$ cat src/rtl/nibble_serial_adder.sv
// nibble_serial_adder: adds two W=4*NIBBLES operands one nibble per clock
// using a 4-bit carry-lookahead nibble adder and a carry register.
// Optional subtraction (a - b) is enabled by defining NIBBLE_SERIAL_SUB_EN,
// which adds the 'sub' input port.

// Two-level carry-lookahead nibble adder.
module nibble_cla (
    input  logic [3:0] x,
    input  logic [3:0] y,
    input  logic       ci,
    output logic [3:0] s,
    output logic       co
);
    logic [3:0] p;
    logic [3:0] g;
    logic [3:0] c;

    assign p = x ^ y;
    assign g = x & y;

    // Each carry is written in flattened sum-of-products form so no carry
    // depends on another carry.
    assign c[0] = ci;
    assign c[1] = g[0] | (p[0] & ci);
    assign c[2] = g[1] | (p[1] & g[0]) | (p[1] & p[0] & ci);
    assign c[3] = g[2] | (p[2] & g[1]) | (p[2] & p[1] & g[0])
                | (p[2] & p[1] & p[0] & ci);
    assign co   = g[3] | (p[3] & g[2]) | (p[3] & p[2] & g[1])
                | (p[3] & p[2] & p[1] & g[0]) | (p[3] & p[2] & p[1] & p[0] & ci);
    assign s    = p ^ c;
endmodule

module nibble_serial_adder #(
    parameter int NIBBLES = 4
) (
    input  logic                   clk,
    input  logic                   rst,
    input  logic                   in_valid,
    output logic                   in_ready,
    input  logic [4*NIBBLES-1:0]   a,
    input  logic [4*NIBBLES-1:0]   b,
`ifdef NIBBLE_SERIAL_SUB_EN
    input  logic                   sub,
`endif
    output logic [4*NIBBLES-1:0]   sum,
    output logic                   cout,
    output logic                   out_valid,
    input  logic                   out_ready,
    output logic                   busy
);
    localparam int W  = 4 * NIBBLES;
    localparam int IW = (NIBBLES > 1) ? $clog2(NIBBLES) : 1;
    localparam logic [IW-1:0] LAST = IW'(NIBBLES - 1);

    typedef enum logic [1:0] {IDLE, ADD, DONE} state_t;

    state_t        state;
    logic [W-1:0]  a_q;
    logic [W-1:0]  b_q;
    logic          carry;
    logic [IW-1:0] idx;
    logic [3:0]    nib_s;
    logic          nib_c;
    logic          sub_i;

`ifdef NIBBLE_SERIAL_SUB_EN
    assign sub_i = sub;
`else
    assign sub_i = 1'b0;
`endif

    nibble_cla u_cla (
        .x  (a_q[4*idx +: 4]),
        .y  (b_q[4*idx +: 4]),
        .ci (carry),
        .s  (nib_s),
        .co (nib_c)
    );

    // Control FSM plus datapath registers; all outputs are registered.
    // For subtraction, b is stored inverted and the carry seeded with 1.
    always_ff @(posedge clk or posedge rst) begin
        if (rst) begin
            state     <= IDLE;
            a_q       <= '0;
            b_q       <= '0;
            carry     <= 1'b0;
            idx       <= '0;
            sum       <= '0;
            cout      <= 1'b0;
            out_valid <= 1'b0;
            busy      <= 1'b0;
            in_ready  <= 1'b1;
        end else begin
            case (state)
                IDLE: begin
                    if (in_valid) begin
                        a_q      <= a;
                        b_q      <= sub_i ? ~b : b;
                        carry    <= sub_i;
                        idx      <= '0;
                        sum      <= '0;
                        state    <= ADD;
                        in_ready <= 1'b0;
                        busy     <= 1'b1;
                    end
                end
                ADD: begin
                    sum[4*idx +: 4] <= nib_s;
                    carry           <= nib_c;
                    idx             <= idx + 1'b1;
                    if (idx == LAST) begin
                        cout      <= nib_c;
                        state     <= DONE;
                        out_valid <= 1'b1;
                        busy      <= 1'b0;
                    end
                end
                DONE: begin
                    if (out_ready) begin
                        state     <= IDLE;
                        out_valid <= 1'b0;
                        in_ready  <= 1'b1;
                    end
                end
                default: begin
                    state     <= IDLE;
                    out_valid <= 1'b0;
                    busy      <= 1'b0;
                    in_ready  <= 1'b1;
                end
            endcase
        end
    end
endmodule

$ cat config.mk
export PLATFORM = sky130hd
export DESIGN_NAME = nibble_serial_adder
export DESIGN_NICKNAME = d
export VERILOG_FILES = /design/src/rtl/nibble_serial_adder.sv
export SDC_FILE = /design/constraint.sdc
export NUM_CORES = 1
export LEC_CHECK = 0
export ABC_AREA = 1
export ABC_CLOCK_PERIOD_IN_PS = 5000
export CAP_MARGIN = 20
export CORE_UTILIZATION = 50
export CTS_CLUSTER_DIAMETER = 30
export CTS_CLUSTER_SIZE = 24
export DETAILED_ROUTE_END_ITERATION = 16
export GPL_TIMING_DRIVEN = 0
export HOLD_SLACK_MARGIN = 0.03
export PLACE_DENSITY = 0.78
export SLEW_MARGIN = 20
export SYNTH_ARGS = -nofsm -noshare
export SYNTH_HDL_FRONTEND = slang
export SYNTH_SLANG_ARGS = --single-unit
$ cat constraint.sdc
create_clock -name clk -period 5 [get_ports clk]
set_input_delay 0.5 -clock clk [delete_from_list [all_inputs] [get_ports clk]]
set_output_delay 0.5 -clock clk [all_outputs]
set_load 0.05 [all_outputs]
==> metrics.csv, run 1 <==
metric;value;unit
multiInputGateArea;1170;µm²
drive_gt1_share;20.1;%
core;5240;µm²
worstSetupEndpointType;flip-flop;
cp_common_cell;nand2_1;
first_pass_iters;5;
grt_pass1_wl;9800;µm
hp-class;flip-flop to flip-flop;
finalSetupTns;0;ps
cts_buffer_depth;2;
wirelength;5560;µm
combPwrFrac;56.4;%
layout_commonest_cell;dfrtp_1;
port_buffers;55;
crit_family;simple AND/OR/NAND/NOR gates;
crit_path_start_kind;flip-flop;
cts_tree;built;
syn_inst;268;
crit_type;flip-flop to flip-flop;
worst_ep_required_time;5220;ps
root_buffer;clkbuf_8;
report.final.hold_viol_count;0;
clock_latency;340;ps
yosys.cell_types.count;30;
seq_area_frac_synth;51.4;%
synth.cell_area;2780;µm²
max_freq;394;MHz
seqPwrFrac;29.7;%
finalPower;2.74;mW
drc;0;
tightest_slew;668;ps
cts_buffers;9;
powerDensity;764;nW/µm²
place_area;3420;µm²
crit_slowest_cell;dfrtp_1;
dieArea;5860;µm²
setup_ws;2460;ps
grt_max_degree;58;
status;finished, final reports clean;
grt_overflow;0;
critical_path_arrival;2760;ps
p_sw_share;45.3;%
avgSynthCellArea;10.4;µm²
cpPeakStageDelay;600;ps
antenna_cells;0;
worstPathMaxFanout;12;
holdWs;483;ps
p_leak;1.61;nW
areaGrowthSynthToFinish;29.3;%
clk_pin_slew;60;ps
grt_pass1_vias;2138;
grt_use_total;21.9;%
die_w;76.5;µm
period_share;50.8;%
clock_sinks;57;
vias;2131;
finalMaxSlewViolations;0;
rsz0062_at_grt;false;
antenna_found_initial;0;
seqCellArea;1430;µm²
ant_nets;0;
die_y;76.5;µm
critPathBufInv;1;
post-place-ws;2460;ps
ys_ff_latch;57;
drtIter0Drc;95;
wl_per_cell;13.6;µm
internal-power;1.50;mW
cts_setup_buffers;0;
synth_nets;315;
slew_headroom;55.5;%
peakVddDrop;0.391;mV
mostFrequentLayoutCells;56 x dfrtp_1, 55 x clkdlybuf4s50_1, 40 x nand2_1, 32 x mux2_2, 30 x o21ai_0;
path_cells;clkinv_1 -> o21ai_0 -> o22ai_1 -> ha_1 -> or2_2 -> nand2_1 -> nand2_1 -> nand2_1 -> nand2_1 -> nand3_1 -> o21ai_0;
yosysWarnings;0;
power_switching;1.24;mW
final_cell_area;3590;µm²
hold_buffers;0;
htreeDepth;3;
setup_viol;0;
pwr-share-clk;13.9;%
num_io_pins;56;
period_needed;2540;ps
ctsResizeCount;0;
fin_nets;381;
row_count;26;
hpwlAfterDp;4040;µm
maxCapViolCount;0;
start_util;53.0;%
fin_skew;6.71;ps
fillers;430;
gp_congestion;0.809;
via_per_inst;5.21;
## final cells by class
type | instances | area share (%)
flip-flops and latches | 57 | 39.7
plain buffers | 9 | 2.16
clock buffers | 13 | 4.42
multi-input cells | 174 | 32.5
clock inverters | 3 | 0.418
well taps | 70 | 2.44
inverters | 28 | 3.00
repair buffers | 55 | 15.3
## stage by stage
step | instances | utilization, %
after floorplan | 268 | -
after global placement | 393 | 65.2
after detailed placement | 393 | 65.3
after CTS | 409 | 68.6
after global routing | 409 | 68.6
final | 409 | 68.6
## final timing paths
| check | end | slack [ps] | startpoint | depth (start not counted) |
|---|---|---|---|---|
| max in group asynchronous | b_q[4]$_DFFE_PP0P_ | 3940 | rst | 2 |
| worst min-delay path | cout$_DFFE_PP0P_ | 480 | cout$_DFFE_PP0P_ | 2 |
| worst min register to register | cout$_DFFE_PP0P_ | 480 | cout$_DFFE_PP0P_ | 2 |
| min in group asynchronous | a_q[7]$_DFFE_PP0P_ | 620 | rst | 2 |
| worst max-delay path | sum[11]$_DFFE_PP0P_ | 2460 | idx[1]$_DFFE_PP0P_ | 11 |
| worst max register to register | sum[11]$_DFFE_PP0P_ | 2460 | idx[1]$_DFFE_PP0P_ | 11 |
## power groups by stage
stage	combinational, mW	sequential [mW]	clock [mW]
2_1_floorplan	0.938	1.01	0
3_3_place_gp	1.51	0.814	0
3_5_place_dp	1.55	0.821	0
4_1_cts	1.56	0.814	0.382
5_1_grt	1.72	0.846	0.404
6_report	1.55	0.814	0.381
## worst reg2reg max path: stages, from the launching register on
cell	delay, ps
dfrtp_1	600
clkinv_1	400
o21ai_0	180
o22ai_1	100
ha_1	350
or2_2	310
nand2_1	80
nand2_1	70
nand2_1	60
nand2_1	110
nand3_1	100
o21ai_0	80
## kinds of logic after synthesis
family	Yosys count	share of synthesized area, %
compound gates	47	9.59
xor+xnor	1	0.315
fa+ha+maj	11	5.23
buf+inv	37	6.58
flops	57	51.4
mux	32	13.0
simple gates	83	13.9
## cell usage after synthesis (all sizes together)
cell type	count	area, µm²
a211oi	1	7.51
or2	1	6.26
clkbuf	2	7.51
buf	7	70.1
clkinv	2	7.51
o22ai	9	56.3
nor2	21	86.3
dfstp	1	26.3
mux2	32	360
nand4	4	25.0
a22o	2	17.5
nand2	41	156
o21ai	34	178
nor3	7	55.1
xnor2	1	8.76
dfrtp	56	1400
inv	26	97.6
nand3	9	57.6
fa	1	20.0
a21o	1	7.51
ha	10	125
## sequential cells by signal, summed over array words and instances, names as in the netlist
name       cells
in_ready       1
a_q           16
state          2
cout           1
busy           1
idx            2
sum           16
out_valid      1
carry          1
b_q           16
## per-layer routing
metal  GRT usage [%]  share of wire [%]  wire length (µm)  vias up
met5               0                  0                 0        -
met4            12.3                2.1               117        0
met3            3.59                4.9               272       13
met2            35.8                 48              2660       64
met1            27.5                 45              2520     1018
li1                -                  -                 -     1036
Power figures use the tool's default switching activity.
==> run 2, diff against run 1 <==
- ABC_CLOCK_PERIOD_IN_PS: 5000 -> 2500
- clock period: 5 -> 2.5 ns (I/O delays scaled with it)
==> run 2 against run 1 <==
  * Global-route usage stayed put
  * Critical path depth is 2 higher
  * Non-clock buffer count stayed put
  * Combinational power is 100% higher
  * Critical endpoint unchanged
==> metrics.csv, run 2 (synthesis gave the netlist of run 1 again) <==
metric;value;unit
grt_pass1_vias;2140;
via_per_inst;5.23;
setup_viol;0;
cp_common_cell;nand2_1;
htreeDepth;3;
setup_ws;187;ps
num_io_pins;56;
cts_buffer_depth;2;
max_freq;432;MHz
wl_per_cell;13.8;µm
slew_headroom;54.7;%
drc;0;
powerDensity;1530;nW/µm²
post-place-ws;-35.4;ps
r2r_cells;13;
layout_commonest_cell;clkdlybuf4s50_1;
grt_max_degree;58;
start_util;53.0;%
p_leak;1.63;nW
report.final.hold_viol_count;0;
reg2reg_slack;190;ps
ant_nets;0;
areaGrowthSynthToFinish;30.4;%
period_share;92.5;%
die_y;76.5;µm
crit_type;flip-flop to flip-flop;
mostFrequentLayoutCells;55 x clkdlybuf4s50_1, 54 x dfrtp_1, 40 x nand2_1, 32 x mux2_2, 30 x o21ai_0;
cts_setup_buffers;0;
antenna_found_initial;0;
path_cells;inv_1 -> buf_6 -> buf_8 -> nor2_1 -> o22ai_1 -> ha_1 -> or2_2 -> nand2_1 -> nand2_1 -> nand2_1 -> nand2_1 -> nand3_1 -> o21ai_0;
cts_tree;built;
grt_use_total;21.9;%
clock_latency;340;ps
hold_buffers;0;
fin_skew;9.18;ps
clk_pin_slew;70;ps
crit_slowest_cell;dfrtp_2;
finalPower;5.55;mW
core;5240;µm²
cts_buffers;9;
port_buffers;55;
dr_wl_met3;326;µm
top_layer;met4;
dieArea;5860;µm²
row_count;26;
first_pass_iters;4;
tightest_slew;680;ps
gp_congestion;0.809;
die_w;76.5;µm
critical_path_arrival;2530;ps
grt_overflow;0;
root_buffer;clkbuf_8;
period_needed;2310;ps
reg_top3;a_q x16, b_q x16, sum x16;
hp-class;input pin to asynchronous set/reset pin;
drt-met1-wl;2460;µm
worstSetupEndpointType;flip-flop;
maxCapViolCount;0;
grt_pass1_wl;9800;µm
fillers;426;
rsz0062_at_grt;false;
hpwlAfterDp;4040;µm
worst_ep_required_time;2710;ps
status;finished, final reports clean;
finalMaxSlewViolations;0;
peakVddDrop;0.801;mV
worstPathMaxFanout;11;
drive_gt1_share;21.8;%
crit_path_start_kind;flip-flop;
wirelength;5630;µm
wl_met2;2730;µm
cpPeakStageDelay;450;ps
vias;2139;
drtIter0Drc;147;
clock_sinks;57;
fin_nets;381;
antenna_cells;0;
fin_util;69.1;%
-- run 2: cell counts in the layout (fill, tap and decap cells not counted) --
Identical to the previous run, type by type.
-- run 2: worst paths after layout --
kind,startpoint,to
max,idx[0]$_DFFE_PP0P_,sum[11]$_DFFE_PP0P_
min,rst,a_q[11]$_DFFE_PP0P_
max reg2reg,idx[0]$_DFFE_PP0P_,sum[11]$_DFFE_PP0P_
min reg2reg,sum[7]$_DFFE_PP0P_,sum[7]$_DFFE_PP0P_
max in group asynchronous,rst,idx[1]$_DFFE_PP0P_
min in group clk,sum[7]$_DFFE_PP0P_,sum[7]$_DFFE_PP0P_
-- run 2: where the power goes --
part	internal (mW)	switching, mW	leakage (nW)
clock network	0.409	0.353	0.0932
logic	1.27	1.88	0.828
registers	1.37	0.267	0.705
total	3.04	2.50	1.63
-- run 2: metrics by stage --
step / instance area, µm² / hold WS [ps] / setup TNS [ps] / instances
2_1_floorplan: 2780 / 400 / 0 / 268
3_3_place_gp: 3420 / 461 / -7840 / 393
3_5_place_dp: 3420 / 470 / -53.6 / 393
4_1_cts: 3600 / 407 / 0 / 409
5_1_grt: 3620 / 438 / 0 / 409
6_report: 3620 / 378 / 0 / 409
-- run 2: what timing repair did --
action	4_1_cts	5_1_grt
resized for setup	3	10
pin swaps	0	1
setup endpoints to repair	5	11
-- run 2: area by class of cell --
type	instances	area (µm²)	share of cell area, %
multi-input combinational	174	1170	32.4
inverter	28	109	3.01
clock inverter	3	15.0	0.415
clock buffer	13	159	4.39
buffer	9	96.3	2.66
sequential	57	1430	39.5
timing repair buffer	55	551	15.2
tap	70	87.6	2.42
-- run 2: worst max-delay path: cells and delay by family (launching register included) --
kind	cells	cell delay [ps]
adders and majority gates	1	300
and+or+nand+nor	7	760
buffers and inverters	3	400
AOI/OAI and AO/OA	2	270
DFF	1	450
-- run 2: routing by layer --
metal / track usage [%] / vias up
li1: - / 1037
met1: 27.3 / 1017
met2: 35.7 / 73
met3: 3.71 / 12
met4: 12.9 / 0
met5: 0 / -
==> run 3, diff against run 2 <==
==> constraint.sdc (replaced) <==
create_clock -name clk -period 2.5 [get_ports clk]
set_input_delay 0.375 -clock clk [delete_from_list [all_inputs] [get_ports clk]]
set_output_delay 0.375 -clock clk [all_outputs]
set_load 0.05 [all_outputs]
==> results of run 3 <==
The final DEF is identical to that of run 2. Status: finished, final reports clean.
Among the figures that moved: hold slack 378 ps -> 484 ps
